[config.mk]
export PLATFORM = sky130hd
export DESIGN_NAME = multi_player_game_controller
export DESIGN_NICKNAME = d
export VERILOG_FILES = /design/src/rtl/multi_player_game_controller.sv
export SDC_FILE = /design/constraint.sdc
export NUM_CORES = 1
export LEC_CHECK = 0
export CORE_MARGIN = 2
export CORE_UTILIZATION = 50
export CTS_CLUSTER_SIZE = 16
export DETAILED_ROUTE_END_ITERATION = 12
export HOLD_SLACK_MARGIN = 0.03
export PLACE_DENSITY = 0.82
export SETUP_SLACK_MARGIN = 0.02
export SYNTH_ARGS = -nofsm -noshare
export SYNTH_HDL_FRONTEND = slang
export SYNTH_SLANG_ARGS = --single-unit
[constraint.sdc]
create_clock -name clk -period 7 [get_ports clk]
set_clock_uncertainty 0.2 [all_clocks]
set_input_delay 1.75 -clock clk [delete_from_list [all_inputs] [get_ports clk]]
set_output_delay 1.75 -clock clk [all_outputs]
set_load 0.03 [all_outputs]
[src/rtl/multi_player_game_controller.sv]
`default_nettype none
// ============================================================================
// Module   : multi_player_game_controller
// Brief    : Turn-based pinball sequencer owning per-player lives/scores,
//            turn rotation, launch/ball-lost pacing and game-over/winner.
//            Optional macro HIGH_SCORE_EN adds a persistent high-score register.
// Revision : 1.0 - initial release
// ============================================================================
module multi_player_game_controller #(
    parameter int NUM_PLAYERS  = 2,
    parameter int LIVES_INIT   = 3,
    parameter int LIVES_MAX    = 9,
    parameter int SCORE_W      = 8,
    parameter int RESET_FRAMES = 30
) (
    input  logic               clk,
    input  logic               reset,
    input  logic               startOfFrame,
    input  logic               start,
    input  logic               key5IsPressed,
    input  logic               collisionBallObstacleGood,
    input  logic               collisionBallObstacleBad,
    input  logic               collisionBallBottom,
    input  logic               collisionBallCredit,
    input  logic [3:0]         scoreNumber,
    output logic               pause,
    output logic               reset_level,
    output logic               reset_level_pulse,
    output logic [3:0]         life,
    output logic [SCORE_W-1:0] score,
    output logic [1:0]         currentPlayer,
    output logic               gameOver,
    output logic [1:0]         winner,
    output logic [SCORE_W-1:0] highScore
);
    localparam int                 SLOTS      = 4;
    localparam int                 CNT_W      = $clog2(RESET_FRAMES + 1);
    localparam logic [CNT_W-1:0]   FRAME_LAST = CNT_W'(RESET_FRAMES - 1);
    localparam logic [3:0]         LIFE_INIT  = 4'(LIVES_INIT);
    localparam logic [3:0]         LIFE_MAX   = 4'(LIVES_MAX);
    localparam logic [2:0]         PLAYERS    = 3'(NUM_PLAYERS);
    localparam logic [SCORE_W-1:0] SCORE_MAX  = '1;

    typedef enum logic [2:0] {
        S_IDLE      = 3'd0,
        S_LAUNCH    = 3'd1,
        S_PLAY      = 3'd2,
        S_BALL_LOST = 3'd3,
        S_NEXT      = 3'd4,
        S_GAME_OVER = 3'd5
    } state_t;

    state_t             state, state_next;
    logic [3:0]         lives  [SLOTS];
    logic [SCORE_W-1:0] scores [SLOTS];
    logic [1:0]         cur, next_player;
    logic               good_q, bad_q, bottom_q, credit_q;
    logic               good_e, bad_e, bottom_e, credit_e;
    logic [CNT_W-1:0]   frame_cnt;
    logic               launch_pulse;
    logic               any_alive;
    logic [2:0]         cand;
    logic [SCORE_W:0]   sum;
    logic [SCORE_W-1:0] number, score_add, score_sub, best;

    assign good_e   = collisionBallObstacleGood & ~good_q;
    assign bad_e    = collisionBallObstacleBad  & ~bad_q;
    assign bottom_e = collisionBallBottom       & ~bottom_q;
    assign credit_e = collisionBallCredit       & ~credit_q;

    assign number    = SCORE_W'(scoreNumber);
    assign sum       = {1'b0, score} + {1'b0, number};
    assign score_add = sum[SCORE_W] ? SCORE_MAX : sum[SCORE_W-1:0];
    assign score_sub = (score < number) ? '0 : score - number;

    assign life              = lives[cur];
    assign score             = scores[cur];
    assign currentPlayer     = cur;
    assign pause             = (state != S_PLAY);
    assign reset_level       = (state != S_PLAY);
    assign reset_level_pulse = launch_pulse;
    assign gameOver          = (state == S_GAME_OVER);

    // Walk candidates from farthest to nearest so the nearest living player wins.
    always_comb begin
        next_player = cur;
        any_alive   = 1'b0;
        cand        = 3'd0;
        for (int k = NUM_PLAYERS; k >= 1; k--) begin
            cand = {1'b0, cur} + 3'(k);
            if (cand >= PLAYERS) begin
                cand = cand - PLAYERS;
            end
            if (lives[cand[1:0]] != 4'd0) begin
                any_alive   = 1'b1;
                next_player = cand[1:0];
            end
        end
    end

    always_comb begin
        winner = 2'd0;
        best   = scores[0];
        for (int i = 1; i < NUM_PLAYERS; i++) begin
            if (scores[2'(i)] > best) begin
                best   = scores[2'(i)];
                winner = 2'(i);
            end
        end
    end

    always_comb begin
        state_next = state;
        case (state)
            S_IDLE, S_GAME_OVER: if (start)         state_next = S_LAUNCH;
            S_LAUNCH:            if (key5IsPressed) state_next = S_PLAY;
            S_PLAY:              if (bottom_e)      state_next = S_BALL_LOST;
            S_BALL_LOST: begin
                if (startOfFrame && frame_cnt == FRAME_LAST) state_next = S_NEXT;
            end
            S_NEXT:  state_next = any_alive ? S_LAUNCH : S_GAME_OVER;
            default: state_next = S_IDLE;
        endcase
    end

    always_ff @(posedge clk) begin
        if (reset) begin
            state        <= S_IDLE;
            cur          <= 2'd0;
            good_q       <= 1'b0;
            bad_q        <= 1'b0;
            bottom_q     <= 1'b0;
            credit_q     <= 1'b0;
            frame_cnt    <= '0;
            launch_pulse <= 1'b0;
            for (int i = 0; i < SLOTS; i++) begin
                lives[2'(i)]  <= 4'd0;
                scores[2'(i)] <= '0;
            end
        end else begin
            state        <= state_next;
            good_q       <= collisionBallObstacleGood;
            bad_q        <= collisionBallObstacleBad;
            bottom_q     <= collisionBallBottom;
            credit_q     <= collisionBallCredit;
            launch_pulse <= (state_next == S_LAUNCH) && (state != S_LAUNCH);
            case (state)
                S_IDLE, S_GAME_OVER: begin
                    if (start) begin
                        cur <= 2'd0;
                        for (int i = 0; i < SLOTS; i++) begin
                            lives[2'(i)]  <= (i < NUM_PLAYERS) ? LIFE_INIT : 4'd0;
                            scores[2'(i)] <= '0;
                        end
                    end
                end
                S_PLAY: begin
                    // Only the highest-priority edge of the cycle takes effect.
                    if (bottom_e) begin
                        frame_cnt <= '0;
                        if (lives[cur] != 4'd0) lives[cur] <= lives[cur] - 4'd1;
                    end else if (bad_e) begin
                        scores[cur] <= score_sub;
                    end else if (good_e) begin
                        scores[cur] <= score_add;
                    end else if (credit_e && lives[cur] < LIFE_MAX) begin
                        lives[cur] <= lives[cur] + 4'd1;
                    end
                end
                S_BALL_LOST: if (startOfFrame) frame_cnt <= frame_cnt + 1'b1;
                S_NEXT:      cur <= next_player;
                default: ;
            endcase
        end
    end

`ifdef HIGH_SCORE_EN
    logic [SCORE_W-1:0] high_score;

    // Only a good hit can raise a score, so only that path can raise the maximum.
    always_ff @(posedge clk) begin
        if (reset) begin
            high_score <= '0;
        end else if (state == S_PLAY && !bottom_e && !bad_e && good_e && score_add > high_score) begin
            high_score <= score_add;
        end
    end

    assign highScore = high_score;
`else
    assign highScore = '0;
`endif

endmodule
`default_nettype wire

* Word level (Yosys, flattened, before mapping) *
Memories as Yosys holds them, arrays and structs flattened. A register that Yosys moved wholly into a read port is not among the register bits.
Index checks and enable logic that the tools add are counted.

word-level totals
  bits in registers = 15
  memory bits (writable) = 48
  input bits = 13
  output and inout port bits = 28
  logic and storage cells = 138
  memories = 2

memories
  name    depth  width  rd ports  clocked after Yosys merged registers in  wr ports  RTL line  source
  scores  4      8      3         1                                        4         55        logic [SCORE_W-1:0] scores [SLOTS];
  lives   4      4      3         1                                        4         54        logic [3:0] lives [SLOTS];

operators by class
  add/sub/neg operators = 9
  $lt $le $gt $ge = 5
  equality and inequality tests = 13
  muxes and demuxes = 69
  bitwise gates (word level) = 18
  reductions and logical operators = 14

operator list
  cell                                                                   number
  8-bit 2-to-1 mux                                                       8
  1-bit 2-to-1 mux                                                       34
  4-bit 2-to-1 mux                                                       6
  2-bit 2-to-1 mux                                                       11
  3-bit 2-to-1 mux                                                       5
  3-bit one-hot mux with 5 select lines                                  1
  4-bit nonzero test                                                     3
  5-bit 2-to-1 mux                                                       2
  1-bit OR                                                               10
  5-bit one-hot mux with 2 select lines                                  1
  8-bit by 4-bit adder with 9-bit output                                 1
  8-bit > comparator                                                     1
  8-bit by 4-bit < comparator with 1-bit output                          1
  8-bit OR reduction                                                     1
  8-bit by 4-bit subtractor with 8-bit output                            1
  3-bit by 1-bit == test with 1-bit output, second input constant        2
  3-bit by 2-bit == test with 1-bit output, second input constant        2
  3-bit == test, second input constant                                   2
  3-bit by 2-bit >= comparator with 1-bit output, second input constant  2
  2-bit inequality test, second input constant                           3
  3-bit AND reduction                                                    2
  5-bit by 1-bit adder with 5-bit output, second input constant          1
  5-bit == test, second input constant                                   1
  4-bit by 1-bit adder with 4-bit output, second input constant          1
  16 further kinds                                                       26

* Logic depth before layout (Yosys ltp) *
Gate-level depths: netlist of the first run.

  depth in word-level cells = 13
  mapped depth = 12

* Worst setup path before layout of the first run *
OpenSTA, ideal clock, no wires.

  kind = input port to flip-flop
  from = input reset
  to = memory lives[0][3], data pin
  setup time = 0.263 ns
  data arrival time = 3.503 ns
  data required time = 6.537 ns
  path slack = 3.034 ns
  stages = 9
  path buffers = 1
  cells stage by stage = clkbuf_1 -> nor2b_1 -> nor4b_1 -> o211ai_1 -> ha_1 -> a21o_1 -> a21oi_1 -> xnor2_1 -> nor2_1

RTL lines
  element             RTL line  source
  start: declaration  17        input logic reset,
  end: declaration    54

==> results of run 1 <==
==> layer usage <==
layer / vias to the layer above / track usage, % / part of all wire [%]
met5: - / 0 / 0
met4: 0 / 8.95 / 3.7
met3: 29 / 4.23 / 5.6
met2: 103 / 35.6 / 50
met1: 1394 / 25.6 / 41
li1: 1419 / - / -
==> final timing paths <==
path	from	end	slack [ps]
setup / recovery	reset	lives[3][3]	2380
hold / removal	frame_cnt[4]	frame_cnt[4]	370
setup reg to reg	flop	scores[3][3]	3060
hold reg to reg	frame_cnt[4]	frame_cnt[4]	370
==> logic make-up after synthesis <==
family,synth area share [%]
fa+ha+maj,7.89
mux,7.67
flops,45.3
buf+inv,6.17
compound gates,11.3
xor+xnor,1.34
simple gates,20.2
other cells,0.0953
==> cells in the mapped netlist (5+ instances only) <==
library cell,instances
nand3_1,12
ha_1,20
edfxtp_1,48
inv_1,24
buf_2,5
nand4_1,10
dfxtp_1,17
buf_4,11
mux4_2,12
nor4_1,8
nor2b_1,16
a21oi_1,19
nor3_1,10
nor2_1,55
nand2_1,22
nand2b_1,7
o21ai_0,5
==> through the flow <==
stage / hold slack, ps / setup slack (ps) / instance area, um2 / total power, mW
detailed placement: 353 / 2010 / 4250 / 0.646
CTS: 369 / 2370 / 4440 / 0.956
global placement: 349 / 2210 / 4250 / 0.639
finish: 367 / 2380 / 4440 / 0.951
global route: 415 / 2080 / 4440 / 0.991
floorplan: 307 / 3030 / 3960 / 0.592
==> where the power goes <==
part | switching (mW) | internal [mW]
logic | 0.118 | 0.0702
registers | 0.0128 | 0.438
clock network | 0.148 | 0.164
==> sequential cells by signal (all words and copies together) (netlist names), named ones only <==
signal	cells
state	3
currentPlayer	2
bad_q	1
bottom_q	1
scores	32
frame_cnt	5
good_q	1
credit_q	1
reset_level_pulse	1
lives	16
==> area by class of cell <==
cell class / count / area [um2] / area share [%]
Multi-Input combinational cell: 275 / 1940 / 43.6
Sequential cell: 65 / 1780 / 40.1
Timing Repair Buffer: 31 / 310 / 6.98
Tap cell: 102 / 128 / 2.87
Clock buffer: 9 / 124 / 2.79
Inverter: 24 / 90.1 / 2.03
Clock inverter: 7 / 71.3 / 1.60
==> critical path: stages <==
cell,delay [ps]
clkdlybuf4s50_1,740
nor2b_1,270
nor4b_1,450
o211ai_1,320
ha_1,360
a21o_1,150
a21oi_1,160
xnor2_1,220
nor2_1,80
==> key figures, run 1 <==
Final layout
  – Layout cells sized above 1: 9.49%
  – FILL cells: 667
  – # diodes: 0
  – Area Overhead vs Synth: 13.0%
  – Final net count: 442
  – Most common cell after layout, fill and taps aside: nor2_1
  – Post-layout util: 57.8%
  – Most frequent cells in the layout: 55 x nor2_1, 48 x edfxtp_1, 31 x clkdlybuf4s50_1, 24 x inv_1, 22 x nand2_1
  – Post-Layout Cell Count: 513

Placed design
  – Routability congestion estimate from global placement: 0.868
  – Post-placement cell count: 497
  – Port Buffers: 31
  – Detailed Place HPWL: 6330 um

Global route
  – Largest net degree at the start of global routing: 20
  – First-pass GRT wire length: 13800 um
  – Gr ovfl total: 0
  – Number of antenna violations at the first check in global routing: 0
  – Gr usage total: 20.8%
  – Number of global-route vias before repair: 2889

Worst setup path
  – Worst Path Arrival: 4500 ps
  – CP max FO: 19
  – Critical path launch point type: primary input
  – R2R depth: 11
  – CP endpoint kind: flop
  – Worst EP required: 6880 ps
  – Crit path kind: in2reg

CTS
  – H-tree levels: 3
  – TritonCTS clock tree: yes
  – Hold buffers post-CTS: 0
  – # Post-CTS Setup Buffers: 0
  – Root buf cell: clkbuf_8
  – Clock tree sinks: 65
  – Clock slew at reported path FFs: 70 ps
  – Post-cts resize count: 0
  – Deepest clock path buffer count: 2
  – CTS Buf Count: 9
  – Clk Latency, worst-skew pair: 340 ps

Detailed routing
  – Drt pass-1 iters: 4
  – Drt first-iter violations: 173
  – # DRC: 0
  – Routed vias/inst: 5.74
  – Post-Route WL: 8460 um
  – Routed Antenna Nets: 0
  – Routed wire per std cell: 16.5 um
  – DR vias: 2945

Synth
  – Most area-hungry cell type in the Yosys netlist: edfxtp_1
  – Post-synthesis sequential area ratio: 45.3%
  – Post-synth ARST share: 0%
  – Syn Std Cell Area: 0.00393 mm2
  – Synth top area share: 36.6%
  – Synth unique cells: 60
  – Main flop type after synthesis: edfxtp_1
  – Syn avg cell area: 10.4 um2
  – Synth Warn #: 0
  – Area contributors post-synth: edfxtp_1 37%, dfxtp_1 8.7%, mux4_2 6.9%
  – Synth Register Bits: 65
  – Number of synthesized flops with an enable pin: 48
  – Syn Inst Count: 380

Timing
  – Relative slew slack: 44.6%
  – Max Clock Freq: 0.216 GHz
  – Slew Viols, Final: 0
  – RSZ-0062 raised after global routing: no
  – Period minus WS final: 4620 ps
  – Setup Viol. Count Final: 0
  – Worst-margin pin slew: 830 ps
  – Setup Total Neg Slack: 0 ps
  – Tcrit/Tclk final: 66.0%
  – Hold Fails Final Rpt: 0

Min path
  – Hold path depth: 2
  – Hold Crit Class: reg2reg

Run status
  – Status: complete, no violations

Flow run
  – Max_cap viols: 0

Floorplanning
  – Total Die Area: 0.00859 mm2
  – Total core area: 0.00769 mm2
  – Core Rows: 32
  – Die Y: 92.7 um
  – Chip width: 92.7 um
  – # IOs: 41
  – Initial Util: 51.2%

Pwr
  – PD cells: 214 mW/mm2
  – Leakage: 1.65 nW
  – Worst vdd ir: 0.000196 V
Note: power is estimated with default switching activity, not from simulation.
==> inputs of run 2 (changes only) <==
--- a/config.mk
+++ b/config.mk
@@ -10,7 +10,7 @@
 export CTS_CLUSTER_SIZE = 16
 export DETAILED_ROUTE_END_ITERATION = 12
 export HOLD_SLACK_MARGIN = 0.03
-export PLACE_DENSITY = 0.82
+export PLACE_DENSITY = 0.85
 export SETUP_SLACK_MARGIN = 0.02
 export SYNTH_ARGS = -nofsm -noshare
 export SYNTH_HDL_FRONTEND = slang
==> constraint.sdc (replaced) <==
create_clock -name clk -period 4.2 [get_ports clk]
set_clock_uncertainty 0.2 [all_clocks]
set_input_delay 1.05 -clock clk [delete_from_list [all_inputs] [get_ports clk]]
set_output_delay 1.05 -clock clk [all_outputs]
set_load 0.03 [all_outputs]
==> key figures, run 2 (synthesis gave the netlist of run 1 again) <==
Global route
  – Largest net degree at the start of global routing: 19
  – Gr usage total: 21.9%
  – Gr ovfl total: 0
  – First-pass GRT wire length: 14300 um
  – Number of antenna violations at the first check in global routing: 0
  – Number of global-route vias before repair: 2944

Worst setup path
  – Critical path launch point type: flop
  – CP endpoint kind: primary output
  – CP max-delay cell: mux4_2
  – Worst Path Arrival: 2530 ps
  – CP max FO: 11
  – Worst EP required: 2950 ps
  – Crit path kind: reg2out
  – Critical-path cell list: buf_4 > mux4_2 > clkdlybuf4s50_1
  – CP max stage delay: 670 ps

Timing
  – Worst-margin pin slew: 592 ps
  – Period minus WS final: 3780 ps
  – Max Clock Freq: 0.265 GHz
  – Hold Fails Final Rpt: 0
  – RSZ-0062 raised after global routing: no
  – Slew Viols, Final: 0
  – Setup Total Neg Slack: 0 ps
  – Hold WS: 368 ps
  – Tcrit/Tclk final: 90.0%
  – Relative slew slack: 60.4%
  – Setup Viol. Count Final: 0

Placed design
  – Port Buffers: 31
  – Detailed Place HPWL: 6570 um
  – Routability congestion estimate from global placement: 0.838

Floorplanning
  – Chip width: 92.7 um
  – Die Y: 92.7 um
  – Total Die Area: 0.00859 mm2
  – # IOs: 41
  – Core Rows: 32
  – Total core area: 0.00769 mm2
  – Initial Util: 51.2%

Detailed routing
  – Routed wire per std cell: 17.1 um
  – Drt first-iter violations: 290
  – Post-Route WL: 8860 um
  – Routed Antenna Nets: 0
  – Drt pass-1 iters: 7
  – # DRC: 0
  – DR vias: 3018
  – Routed vias/inst: 5.82

Min path
  – Hold Crit Class: reg2reg

Final layout
  – FILL cells: 674
  – # diodes: 0
  – Top flop regs: scores: 32 flops, lives: 16 flops, frame_cnt: 5 flops
  – Most frequent cells in the layout: 55 x nor2_1, 48 x edfxtp_1, 31 x clkdlybuf4s50_1, 24 x inv_1, 22 x nand2_1
  – Final net count: 448
  – Largest register FFs: 32
  – Largest reg by FF count: scores
  – Layout cells sized above 1: 11.0%
  – Post-layout util: 58.5%
  – Area Overhead vs Synth: 14.3%
  – Most common cell after layout, fill and taps aside: nor2_1

CTS
  – TritonCTS clock tree: yes
  – H-tree levels: 3
  – # Post-CTS Setup Buffers: 0
  – CTS Buf Count: 9
  – Clk Latency, worst-skew pair: 360 ps
  – Clock slew at reported path FFs: 80 ps
  – Hold buffers post-CTS: 0
  – Root buf cell: clkbuf_8
  – Deepest clock path buffer count: 2
  – Clock tree sinks: 65
  – Post-cts resize count: 0

Flow run
  – Max_cap viols: 0

Pwr
  – Post-layout power: 1.61 mW
  – PD cells: 359 mW/mm2
  – Leakage: 1.68 nW
  – Worst vdd ir: 0.000223 V

Run status
  – Status: complete, no violations
run 2: changes by cell type in the layout (fill, tap and decap cells not counted):
cell / before / now
clkinv_4: 2 / 3
inv_6: 0 / 1
buf_4: 0 / 6
clkinv_2: 1 / 0
clkinv_1: 1 / 0
run 2: path summary, 6_finish.rpt:
check | slack (ps) | end | startpoint | cells past startpoint
max | 420 | score[4] | flop | 3
max reg2reg | 580 | scores[0][3] | flop | 11
min reg2reg | 370 | frame_cnt[4] | frame_cnt[4] | 2
min | 370 | frame_cnt[4] | frame_cnt[4] | 2
run 2: worst max-delay path: cells and delay by family, from the launching register on:
kind,cells,cell delay [ps]
mux,1,670
flops,1,560
buf+inv,2,930
run 2: layer usage:
| layer | up-vias | wire, um | GRT usage [%] |
|---|---|---|---|
| li1 | 1431 | - | - |
| met1 | 1447 | 3620 | 27.7 |
| met2 | 121 | 4540 | 37.0 |
| met3 | 19 | 503 | 4.48 |
| met4 | 0 | 197 | 8.82 |
| met5 | - | 0 | 0 |
run 2: area by class of cell:
cell class	instances	area (um2)	share of cell area, %
Clock buffer	9	124	2.75
Multi-Input combinational cell	275	1940	43.1
Tap cell	102	128	2.84
Clock inverter	7	80.1	1.78
Inverter	24	90.1	2.00
Timing Repair Buffer	37	355	7.90
Sequential cell	65	1780	39.6
run 2: stage by stage:
stage | area, um2 | worst slack [ps] | cells
after global routing | 4500 | 300 | 519
after global placement | 4290 | 348 | 503
after CTS | 4500 | 412 | 519
final | 4500 | 421 | 519
after floorplan | 3960 | 892 | 388
after detailed placement | 4290 | 265 | 503
run 2: report_power, final:
| part | internal, mW | switching, mW |
|---|---|---|
| combinational | 0.118 | 0.198 |
| clock | 0.278 | 0.268 |
| sequential | 0.730 | 0.0223 |
| total | 1.13 | 0.488 |
==> inputs of run 3 (changes only) <==
--- a/config.mk
+++ b/config.mk
@@ -10,6 +10,7 @@
 export CTS_CLUSTER_SIZE = 16
 export DETAILED_ROUTE_END_ITERATION = 12
 export HOLD_SLACK_MARGIN = 0.03
+export MAX_ROUTING_LAYER = met4
 export PLACE_DENSITY = 0.85
 export SETUP_SLACK_MARGIN = 0.02
 export SYNTH_ARGS = -nofsm -noshare
==> key figures, run 3 (synthesis gave the netlist of run 1 again) <==
Run status
  – Status: complete, no violations

CTS
  – Clock tree sinks: 65
  – TritonCTS clock tree: yes
  – Post-cts resize count: 0
  – Hold buffers post-CTS: 0
  – Deepest clock path buffer count: 2
  – H-tree levels: 3
  – Clock slew at reported path FFs: 80 ps
  – CTS Buf Count: 9
  – Clk Latency, worst-skew pair: 360 ps
  – # Post-CTS Setup Buffers: 0
  – Root buf cell: clkbuf_8

Global route
  – Largest net degree at the start of global routing: 19
  – Gr usage total: 22.5%
  – Number of global-route vias before repair: 2939
  – Number of antenna violations at the first check in global routing: 0
  – First-pass GRT wire length: 14300 um
  – Gr ovfl total: 0

Floorplanning
  – # IOs: 41
  – Total core area: 0.00769 mm2
  – Total Die Area: 0.00859 mm2
  – Initial Util: 51.2%
  – Chip width: 92.7 um
  – Die Y: 92.7 um
  – Core Rows: 32

Placed design
  – Port Buffers: 31
  – Pre-CTS WS: 265 ps
  – Routability congestion estimate from global placement: 0.851
  – Detailed Place HPWL: 6570 um

Final layout
  – Most common cell after layout, fill and taps aside: nor2_1
  – Post-layout util: 58.5%
  – Multi-input logic area: 0.00194 mm2
  – Most frequent cells in the layout: 55 x nor2_1, 48 x edfxtp_1, 31 x clkdlybuf4s50_1, 24 x inv_1, 22 x nand2_1
  – Largest reg by FF count: scores
  – Top flop regs: scores: 32 flops, lives: 16 flops, frame_cnt: 5 flops
  – FILL cells: 674
  – Layout cells sized above 1: 11.0%
  – Final net count: 448
  – Largest register FFs: 32
  – Area Overhead vs Synth: 14.3%
  – Storage cell area: 0.00178 mm2
  – # diodes: 0

Timing
  – RSZ-0062 raised after global routing: no
  – Worst setup margin: 421 ps
  – Relative slew slack: 60.5%
  – Period minus WS final: 3780 ps
  – Max Clock Freq: 0.265 GHz
  – Setup Total Neg Slack: 0 ps
  – Slew Viols, Final: 0
  – Hold Fails Final Rpt: 0
  – Tcrit/Tclk final: 90.0%
  – Setup Viol. Count Final: 0
  – Worst-margin pin slew: 587 ps

Worst setup path
  – CP max-delay cell: mux4_2
  – Largest delay share family, worst path: buffers and inverters
  – Crit path kind: reg2out
  – CP max FO: 11
  – Worst EP required: 2950 ps
  – CP endpoint kind: primary output
  – CP max stage delay: 670 ps
  – Critical path launch point type: flop
  – Buf/Inv on CP: 2
  – Critical-path cell list: buf_4 > mux4_2 > clkdlybuf4s50_1
  – Worst Path Arrival: 2530 ps

Flow run
  – Max_cap viols: 0

Detailed routing
  – Post-Route WL: 8830 um
  – Drt first-iter violations: 257
  – Routed Antenna Nets: 0
  – Routed vias/inst: 5.86
  – DR vias: 3042
  – # DRC: 0
  – Drt pass-1 iters: 6
  – Routed wire per std cell: 17.0 um

Pwr
  – Post-layout power: 1.61 mW
  – Worst vdd ir: 0.000223 V
  – PD cells: 359 mW/mm2
  – Leakage: 1.68 nW

Min path
  – HP Start: frame_cnt[4]
  – Hold Crit Class: reg2reg
## run 3: path summary, 6_finish.rpt
path / endpoint / slack (ps) / cells after the start
setup / recovery: score[4] / 420 / 3
hold / removal: frame_cnt[4] / 370 / 2
setup reg to reg: scores[0][3] / 550 / 11
hold reg to reg: frame_cnt[4] / 370 / 2
## run 3: through the flow
stage / instance area (um2) / hold slack [ps] / std cells
floorplan: 3960 / 307 / 388
global placement: 4290 / 351 / 503
detailed placement: 4290 / 358 / 503
CTS: 4500 / 369 / 519
global route: 4500 / 402 / 519
finish: 4500 / 366 / 519
## run 3: layout make-up
cell class	count	area share [%]
Clock buffer	9	2.75
Clock inverter	7	1.78
Inverter	24	2.00
Multi-Input combinational cell	275	43.1
Sequential cell	65	39.6
Tap cell	102	2.84
Timing Repair Buffer	37	7.90
## run 3: layer usage
layer	wire, um	GRT usage [%]	part of all wire [%]	vias up
li1	-	-	-	1434
met5	0	-	0	-
met1	3580	27.7	41	1462
met3	562	3.82	6.4	16
met2	4490	37.0	51	130
met4	197	9.56	2.2	0
## run 3: worst min-delay path, stage by stage, from the launching register on
cell,delay [ps]
dfxtp_1,330
xor2_1,150
nor3_1,50
## run 3: where the power goes
part	internal [mW]	switching, mW
sequential	0.730	0.0221
clock	0.278	0.268
combinational	0.118	0.198
